### src/rtl/hazard_pkg.sv
// Shared types and constants for the ID-stage scoreboard hazard unit.
package hazard_pkg;

  localparam int REG_ADDR_W_DEF = 5;

  localparam int LAT_ALU  = 1;
  localparam int LAT_LOAD = 2;
  localparam int LAT_MUL  = 4;

  typedef enum logic [1:0] {
    IDLE    = 2'd0,
    STALLED = 2'd1,
    ERROR   = 2'd2
  } wd_state_e;

endpackage

### src/rtl/hazard_lat_counter.sv
// Remaining-latency counter for one architectural register.
// Priority: flush, issue (longest latency wins), early writeback, decrement.
module hazard_lat_counter #(
  parameter int LAT_W = 3
) (
  input  logic             clk,
  input  logic             rst_n,
  input  logic             flush,
  input  logic             issue_hit,
  input  logic             wb_hit,
  input  logic [LAT_W-1:0] issue_lat,
  output logic [LAT_W-1:0] cnt
);

  logic [LAT_W-1:0] cnt_dec;
  logic [LAT_W-1:0] cnt_nxt;

  always_comb begin
    cnt_dec = (cnt == '0) ? '0 : cnt - LAT_W'(1);
    cnt_nxt = cnt_dec;
    if (flush) begin
      cnt_nxt = '0;
    end else if (issue_hit) begin
      cnt_nxt = (issue_lat > cnt_dec) ? issue_lat : cnt_dec;
    end else if (wb_hit) begin
      cnt_nxt = '0;
    end
  end

  always_ff @(posedge clk or negedge rst_n) begin
    if (!rst_n) begin
      cnt <= '0;
    end else begin
      cnt <= cnt_nxt;
    end
  end

endmodule

### src/rtl/hazard_scoreboard_unit.sv
// Scoreboard hazard unit: per-register latency tracking, combinational ID stall,
// consecutive-stall watchdog. Define HAZ_PERF_CNT_EN to add stall performance counters.
module hazard_scoreboard_unit
  import hazard_pkg::*;
#(
  parameter  int REG_ADDR_W  = REG_ADDR_W_DEF,
  parameter  int LAT_W       = 3,
  parameter  int FWD_SLACK   = 1,
  parameter  int MAX_STALL   = 15,
  parameter  int STALL_CNT_W = 4,
  localparam int NUM_REGS    = 2 ** REG_ADDR_W
) (
  input  logic                   clk,
  input  logic                   rst_n,
  input  logic                   issue_valid,
  input  logic [REG_ADDR_W-1:0]  issue_rd,
  input  logic [LAT_W-1:0]       issue_lat,
  input  logic [REG_ADDR_W-1:0]  id_rs,
  input  logic [REG_ADDR_W-1:0]  id_rt,
  input  logic                   id_rs_used,
  input  logic                   id_rt_used,
  input  logic                   wb_valid,
  input  logic [REG_ADDR_W-1:0]  wb_rd,
  input  logic                   flush,
  output logic                   stall,
  output logic [STALL_CNT_W-1:0] stall_run,
  output logic                   hazard_err,
  output logic [NUM_REGS-1:0]    busy_vec
`ifdef HAZ_PERF_CNT_EN
  ,
  output logic [31:0]            perf_stall_cycles,
  output logic [31:0]            perf_stall_events
`endif
);

  localparam logic [LAT_W-1:0]       SLACK   = LAT_W'(FWD_SLACK);
  localparam logic [STALL_CNT_W-1:0] RUN_MAX = '1;
  localparam logic [STALL_CNT_W-1:0] RUN_ERR = STALL_CNT_W'(MAX_STALL);

  logic [LAT_W-1:0] cnt [NUM_REGS];
  logic             rs_haz;
  logic             rt_haz;
  logic             eff_issue;

  // Stall as soon as a source cannot be forwarded yet; r0 is never a hazard.
  assign rs_haz    = id_rs_used && (id_rs != '0) && (cnt[id_rs] > SLACK);
  assign rt_haz    = id_rt_used && (id_rt != '0) && (cnt[id_rt] > SLACK);
  assign stall     = rs_haz || rt_haz;
  assign eff_issue = issue_valid && !stall && !flush;

  for (genvar i = 0; i < NUM_REGS; i++) begin : g_reg
    logic issue_hit;
    logic wb_hit;

    assign issue_hit = eff_issue && (issue_rd == REG_ADDR_W'(i)) && (issue_rd != '0);
    assign wb_hit    = wb_valid && (wb_rd == REG_ADDR_W'(i));

    hazard_lat_counter #(
      .LAT_W(LAT_W)
    ) u_cnt (
      .clk      (clk),
      .rst_n    (rst_n),
      .flush    (flush),
      .issue_hit(issue_hit),
      .wb_hit   (wb_hit),
      .issue_lat(issue_lat),
      .cnt      (cnt[i])
    );

    assign busy_vec[i] = (cnt[i] != '0);
  end

  wd_state_e              state_q;
  wd_state_e              state_d;
  logic [STALL_CNT_W-1:0] run_q;
  logic [STALL_CNT_W-1:0] run_d;
  logic [STALL_CNT_W-1:0] run_inc;

  assign run_inc = (run_q == RUN_MAX) ? run_q : run_q + STALL_CNT_W'(1);

  // Run length follows stall in every state; only the state decides stickiness.
  always_comb begin
    state_d = state_q;
    run_d   = run_q;
    if (flush) begin
      state_d = IDLE;
      run_d   = '0;
    end else begin
      run_d = stall ? run_inc : '0;
      unique case (state_q)
        IDLE: begin
          if (stall) state_d = (run_d == RUN_ERR) ? ERROR : STALLED;
        end
        STALLED: begin
          if (!stall)                state_d = IDLE;
          else if (run_d == RUN_ERR) state_d = ERROR;
        end
        ERROR:   state_d = ERROR;
        default: state_d = IDLE;
      endcase
    end
  end

  always_ff @(posedge clk or negedge rst_n) begin
    if (!rst_n) begin
      state_q <= IDLE;
      run_q   <= '0;
    end else begin
      state_q <= state_d;
      run_q   <= run_d;
    end
  end

  assign stall_run  = run_q;
  assign hazard_err = (state_q == ERROR);

`ifdef HAZ_PERF_CNT_EN
  // Free-running statistics; flush deliberately leaves them alone.
  always_ff @(posedge clk or negedge rst_n) begin
    if (!rst_n) begin
      perf_stall_cycles <= '0;
      perf_stall_events <= '0;
    end else begin
      if (stall) perf_stall_cycles <= perf_stall_cycles + 32'd1;
      if (state_q == IDLE && state_d != IDLE) perf_stall_events <= perf_stall_events + 32'd1;
    end
  end
`endif

endmodule

### config.mk
export PLATFORM = sky130hd
export DESIGN_NAME = hazard_scoreboard_unit
export DESIGN_NICKNAME = d
export VERILOG_FILES = /design/src/rtl/hazard_pkg.sv /design/src/rtl/hazard_lat_counter.sv /design/src/rtl/hazard_scoreboard_unit.sv
export SDC_FILE = /design/constraint.sdc
export NUM_CORES = 1
export LEC_CHECK = 0
export ABC_AREA = 1
export CAP_MARGIN = 30
export CORE_MARGIN = 10
export CORE_UTILIZATION = 60
export CTS_BUF_LIST = sky130_fd_sc_hd__clkbuf_4
export CTS_CLUSTER_SIZE = 14
export DETAILED_ROUTE_END_ITERATION = 16
export PLACE_DENSITY_LB_ADDON = 0.08
export SLEW_MARGIN = 5
export SYNTH_ARGS = -nofsm -noshare
export SYNTH_HDL_FRONTEND = slang
export SYNTH_HIERARCHICAL = 1
export SYNTH_SLANG_ARGS = --single-unit
export TNS_END_PERCENT = 1
### constraint.sdc
create_clock -name clk -period 6.5 [get_ports clk]
set_input_delay 1.3 -clock clk [delete_from_list [all_inputs] [get_ports clk]]
set_output_delay 1.3 -clock clk [all_outputs]
set_load 0.01 [all_outputs]
Word-level counts from Yosys, hierarchy flattened --
Index checks and enable logic that the tools add are counted.
Operators by class: reduce and logical (&&, ||, !) cells 176, muxes and demuxes 175, equality and inequality tests 68, $add $sub $neg 33, bitwise operators 2, order comparisons 36
Operators with widths (count):
- 2-to-1 mux 3 bit | 164
- equality test 5 bit (second input constant) | 32
- logical AND 1 bit | 102
- > comparator 3 bit | 32
- logical NOT 3 bit | 32
- nonzero test 3 bit | 32
- subtractor 3 x 1 -> 3 bit (second input constant) | 32
- equality test 5 x 4 -> 1 bit (second input constant) | 16
- equality test 5 x 3 -> 1 bit (second input constant) | 8
- binary-select mux 3 bit (select 5 bit) | 2
- equality test 5 x 2 -> 1 bit (second input constant) | 4
- nonzero test 5 bit | 3
- >= comparator 6 bit (second input constant) | 2
- 2-to-1 mux 4 bit | 3
- inverter 5 -> 6 bit | 2
- equality test 5 x 1 -> 1 bit (second input constant) | 2
- logical NOT 5 bit | 2
- 2-to-1 mux 2 bit | 5
- equality test 4 bit (second input constant) | 2
- > comparator 3 x 1 -> 1 bit (second input constant) | 2
- case mux 2 bit (3 select lines) | 1
- adder 4 x 1 -> 4 bit (second input constant) | 1
- != test 4 bit (second input constant) | 1
- != test 3 bit (second input constant) | 1
- other kinds (6) | 7
Storage, ports and cells: output and inout bits 38, flip-flop bits (word level) 102, input bits 30

Depth between registers and ports, before layout --
word-level depth 14, mapped depth 20, depth with buffers taken out 19

Cells and area by module --
Netlist, hierarchy kept.
By module, submodules not included:
- hazard_lat_counter (g_reg[16].u_cnt ...) | times used 21, cells each 46, area an instance 290.3 µm²
- hazard_lat_counter (g_reg[0].u_cnt ...) | times used 10, cells each 47, area an instance 291.5 µm²
- hazard_scoreboard_unit | times used 1, cells each 436, area an instance 2035.7 µm²
- hazard_lat_counter (g_reg[15].u_cnt) | times used 1, cells each 47, area an instance 299.0 µm²

Worst setup path after synthesis --
No wires, ideal clock.
kind in2out, from in id_rs[1], to out stall, stages 11, required time 5.200 ns, arrival 2.139 ns, setup slack 3.061 ns, path through buf_6 > inv_4 > nand2_1 > o21ai_1 > nor2_1 > nand2_1 > nand2_1 > nand2_1 > nand2_1 > nand3_2 > nand2_4
Between the ends: longest elaborated chain between the ends 7, elaborated cells on any way between the ends 9
RTL lines:
- start, declared | line hazard_scoreboard_unit.sv:18 | input logic [REG_ADDR_W-1:0] id_rs,
- inverter 5 -> 6 bit (implied by the code) | line hazard_scoreboard_unit.sv:46 | assign rs_haz = id_rs_used && (id_rs != '0) && (cnt[id_rs] > SLACK);
- binary-select mux 3 bit (select 5 bit) | line hazard_scoreboard_unit.sv:46
- 2-to-1 mux 3 bit (implied by the code) (2 in series) | line hazard_scoreboard_unit.sv:46
- > comparator 3 x 1 -> 1 bit | line hazard_scoreboard_unit.sv:46
- logical AND 1 bit * | line hazard_scoreboard_unit.sv:46
- logical OR 1 bit * | line hazard_scoreboard_unit.sv:48 | assign stall = rs_haz || rt_haz;
- end, declared | line hazard_scoreboard_unit.sv:25 | output logic stall,
Mark *: on every way between the ends. The rest lies on a longest branch, timed or not. The select of a mux whose other input is x is not followed.

Worst setup path in the final report --
from in id_rt[1], to out stall
Between the ends: longest elaborated chain between the ends 7, elaborated cells on any way between the ends 9
RTL lines:
- start, declared | line hazard_scoreboard_unit.sv:19 | input logic [REG_ADDR_W-1:0] id_rt,
- inverter 5 -> 6 bit (implied by the code) | line hazard_scoreboard_unit.sv:47 | assign rt_haz = id_rt_used && (id_rt != '0) && (cnt[id_rt] > SLACK);
- binary-select mux 3 bit (select 5 bit) | line hazard_scoreboard_unit.sv:47
- 2-to-1 mux 3 bit (implied by the code) (2 in series) | line hazard_scoreboard_unit.sv:47
- > comparator 3 x 1 -> 1 bit | line hazard_scoreboard_unit.sv:47
- logical AND 1 bit * | line hazard_scoreboard_unit.sv:47
- logical OR 1 bit * | line hazard_scoreboard_unit.sv:48
Marked as above.

==> results.ini <==
[outcome]
outcome=finished clean

[final_layout]
fill_cells=1783
regArea_sq_um=2550
finalInstanceArea_sq_um=12400
area_growth_pct=9.69
drive_above_1_share_pct=8.49
multiInputGateArea_sq_um=7510
nets=2125
utilization_pct=66.8

[sta]
setup-tns-final_ps=0
fin_crit_ps=5020
setup_viol=0
hold_violations=0
max_freq_mhz=199
worst_pin_slew_ps=866
fin_skew_ps=23.9
slew_headroom_pct=42.3
rsz0062_at_grt=false
drv_slew=0
post-route-period-util_pct=77.2
timing.hold.ws_ps=678

[routing]
via_per_inst=5.48
drc_errors=0
ant_nets=0
drt_iter0_markers=1165
drt_first_pass_iters=6
wl_per_cell_microns=14.8
vias=12300
wirelength_microns=33200

[setup_path]
r2r-start=g_reg[1].u_cnt/cnt[2]$_DFF_PN0_
start_kind=primary input
rr_worst_depth=15
r2r-end=g_reg[2].u_cnt/cnt[0]$_DFF_PN0_
cp_data_required_time_ps=5200
critPathKind=primary input to primary output
endpoint_kind=primary output
r2r_setup_slack_ps=3310
path_max_fanout=12
cp_data_arrival_time_ps=3720

[global_route]
grt_pass1_wl_microns=54200
antenna_found_initial=1
gr-usage-all-layers_pct=27.1
grt_max_degree=65
first_global_vias=11100
grt-ovfl-total=0

[synthesis]
synth_cell_type_count=30
synth_area_sq_um=11300
syn_inst=1919
synth-seq-cells=102
yosysWarningCount=6
seq_area_frac_synth_pct=22.5
avgSynthCellArea_sq_um=5.91

[clocking]
clock_sinks=102
root_buffer=clkbuf_4
cts_tree=done
clkTransAtPathRegs_ps=150
ctsResizeCount=0
cts_buffer_depth=2
worst_skew_pair.late_latency_ps=530
hold_buffers=0
numCtsBuffers=9
cts_setup_buffers=0
cts_max_level=3

[power_and_ir_drop]
peakVddDrop_mv=0.0881
leakage_nw=6.46
p_per_area_nw_per_um2=112
power_mw=1.39

[floorplanning]
io_pins=68
initial_utilization_pct=60.9
die-height_microns=158
die_w_microns=158
core-area_sq_um=18600
die-area_sq_um=24800
rows=50

[placed_design]
port-buffer-count=67
placed_cell_area_sq_um=12300
dp_hpwl_microns=25600
place.gp.congestion=1.03

[worst_hold_path]
min_from=state_q[0]$_DFFE_PN0P_
min_path_type=flip-flop to flip-flop
min_path_cells=3
hold_end=state_q[1]$_DFFE_PN0P_

[job]
maxCapViolCount=0

## stage by stage
| stage | worst slack [ps] | std cells |
|---|---|---|
| 2_1_floorplan | 3060 | 1923 |
| 3_3_place_gp | 1650 | 2221 |
| 3_5_place_dp | 1540 | 2221 |
| 4_1_cts | 1520 | 2237 |
| 5_1_grt | 1260 | 2238 |
| 6_report | 1480 | 2239 |
## cells by family after synthesis
logic type	count (synthesis)	share of synthesized area, %
AND/OR/NAND/NOR	1108	40.6
buffers and inverters	339	11.4
AO/OA/AOI/OAI	271	14.7
flip-flops	102	22.5
adder cells (fa/ha/maj)	97	10.7
XOR/XNOR	1	0.0772
other	1	0.0331
## state kept, by name, indices dropped and copies added (netlist names)
register,count
stall_run,4
g.u_cnt/cnt,96
state_q,2
## cells in the mapped netlist, drive strengths merged
cell	number	area, sq um
dfrtp	102	2550
nand2	604	2350
or2	17	106
clkbuf	2	7.51
inv	331	1240
nand3b	1	7.51
a21oi	135	803
nor2	294	1150
o211ai	3	22.5
nor4	1	6.26
conb	1	3.75
buf	6	42.5
nand3	188	968
xor2	1	8.76
o21ai	112	681
ha	97	1210
o21bai	21	158
nand4	3	18.8
## cells in the final DEF, fill, tap and decap left out
cell type / count
inv_4: 1
o211ai_1: 3
nor2_2: 11
diode_2: 2
clkbuf_4: 10
o21ai_0: 65
nand3b_1: 1
xor2_1: 1
buf_4: 6
nand3_2: 3
nand4_1: 3
clkdlybuf4s50_1: 62
nand2_1: 571
nor4_1: 1
inv_2: 13
nand2_2: 32
nor2_4: 2
conb_1: 5
nand2_4: 1
dfrtp_1: 102
a21oi_1: 101
ha_1: 97
clkinv_2: 1
or2_2: 17
o21ai_1: 15
inv_1: 317
nand3_4: 1
buf_2: 4
a21oi_2: 34
o21bai_1: 21
bufinv_16: 2
o21ai_2: 32
clkinv_1: 3
nand3_1: 184
nor2_1: 281
## worst max-delay path by stage
stage / from / endpoint / slack [ps] / cells past startpoint
finish: id_rt[1] / stall / 1480 / 11
global placement: id_rt[1] / stall / 1650 / 12
detailed placement: id_rt[1] / stall / 1540 / 11
floorplan: id_rs[1] / stall / 3060 / 11
CTS: id_rt[1] / stall / 1520 / 11
global route: id_rt[1] / stall / 1260 / 11
## metal layers
metal  share of wire (%)  track usage [%]
met1                  43             35.0
met2                  45             43.8
met3                 9.3             5.27
met4                 3.1             9.97
met5                   0                0
## where the power goes
group / internal [mW] / switching, mW / leakage [nW]
clock network: 0.156 / 0.230 / 0.0829
logic: 0.120 / 0.238 / 4.96
registers: 0.639 / 0.00671 / 1.42
## critical path, cell delays in order
cell and delay [ps]:
clkdlybuf4s50_1 650, inv_1 380, o21ai_0 190, nand3_1 100, nand3_1 80, nand2_1 80
nand2_1 50, nand3_1 100, nand3_2 110, nand2_4 130, clkdlybuf4s50_1 550
## layout make-up
class                   instances  share of cell area, %
clock inverters                 6                  0.613
diodes                          2                 0.0402
multi-input cells            1482                   60.4
well taps                     234                   2.35
clock buffers                  10                  0.603
inverters                     331                   10.0
flip-flops and latches        102                   20.5
repair buffers                 72                   5.51
Note: power is estimated with default switching activity, not from simulation.
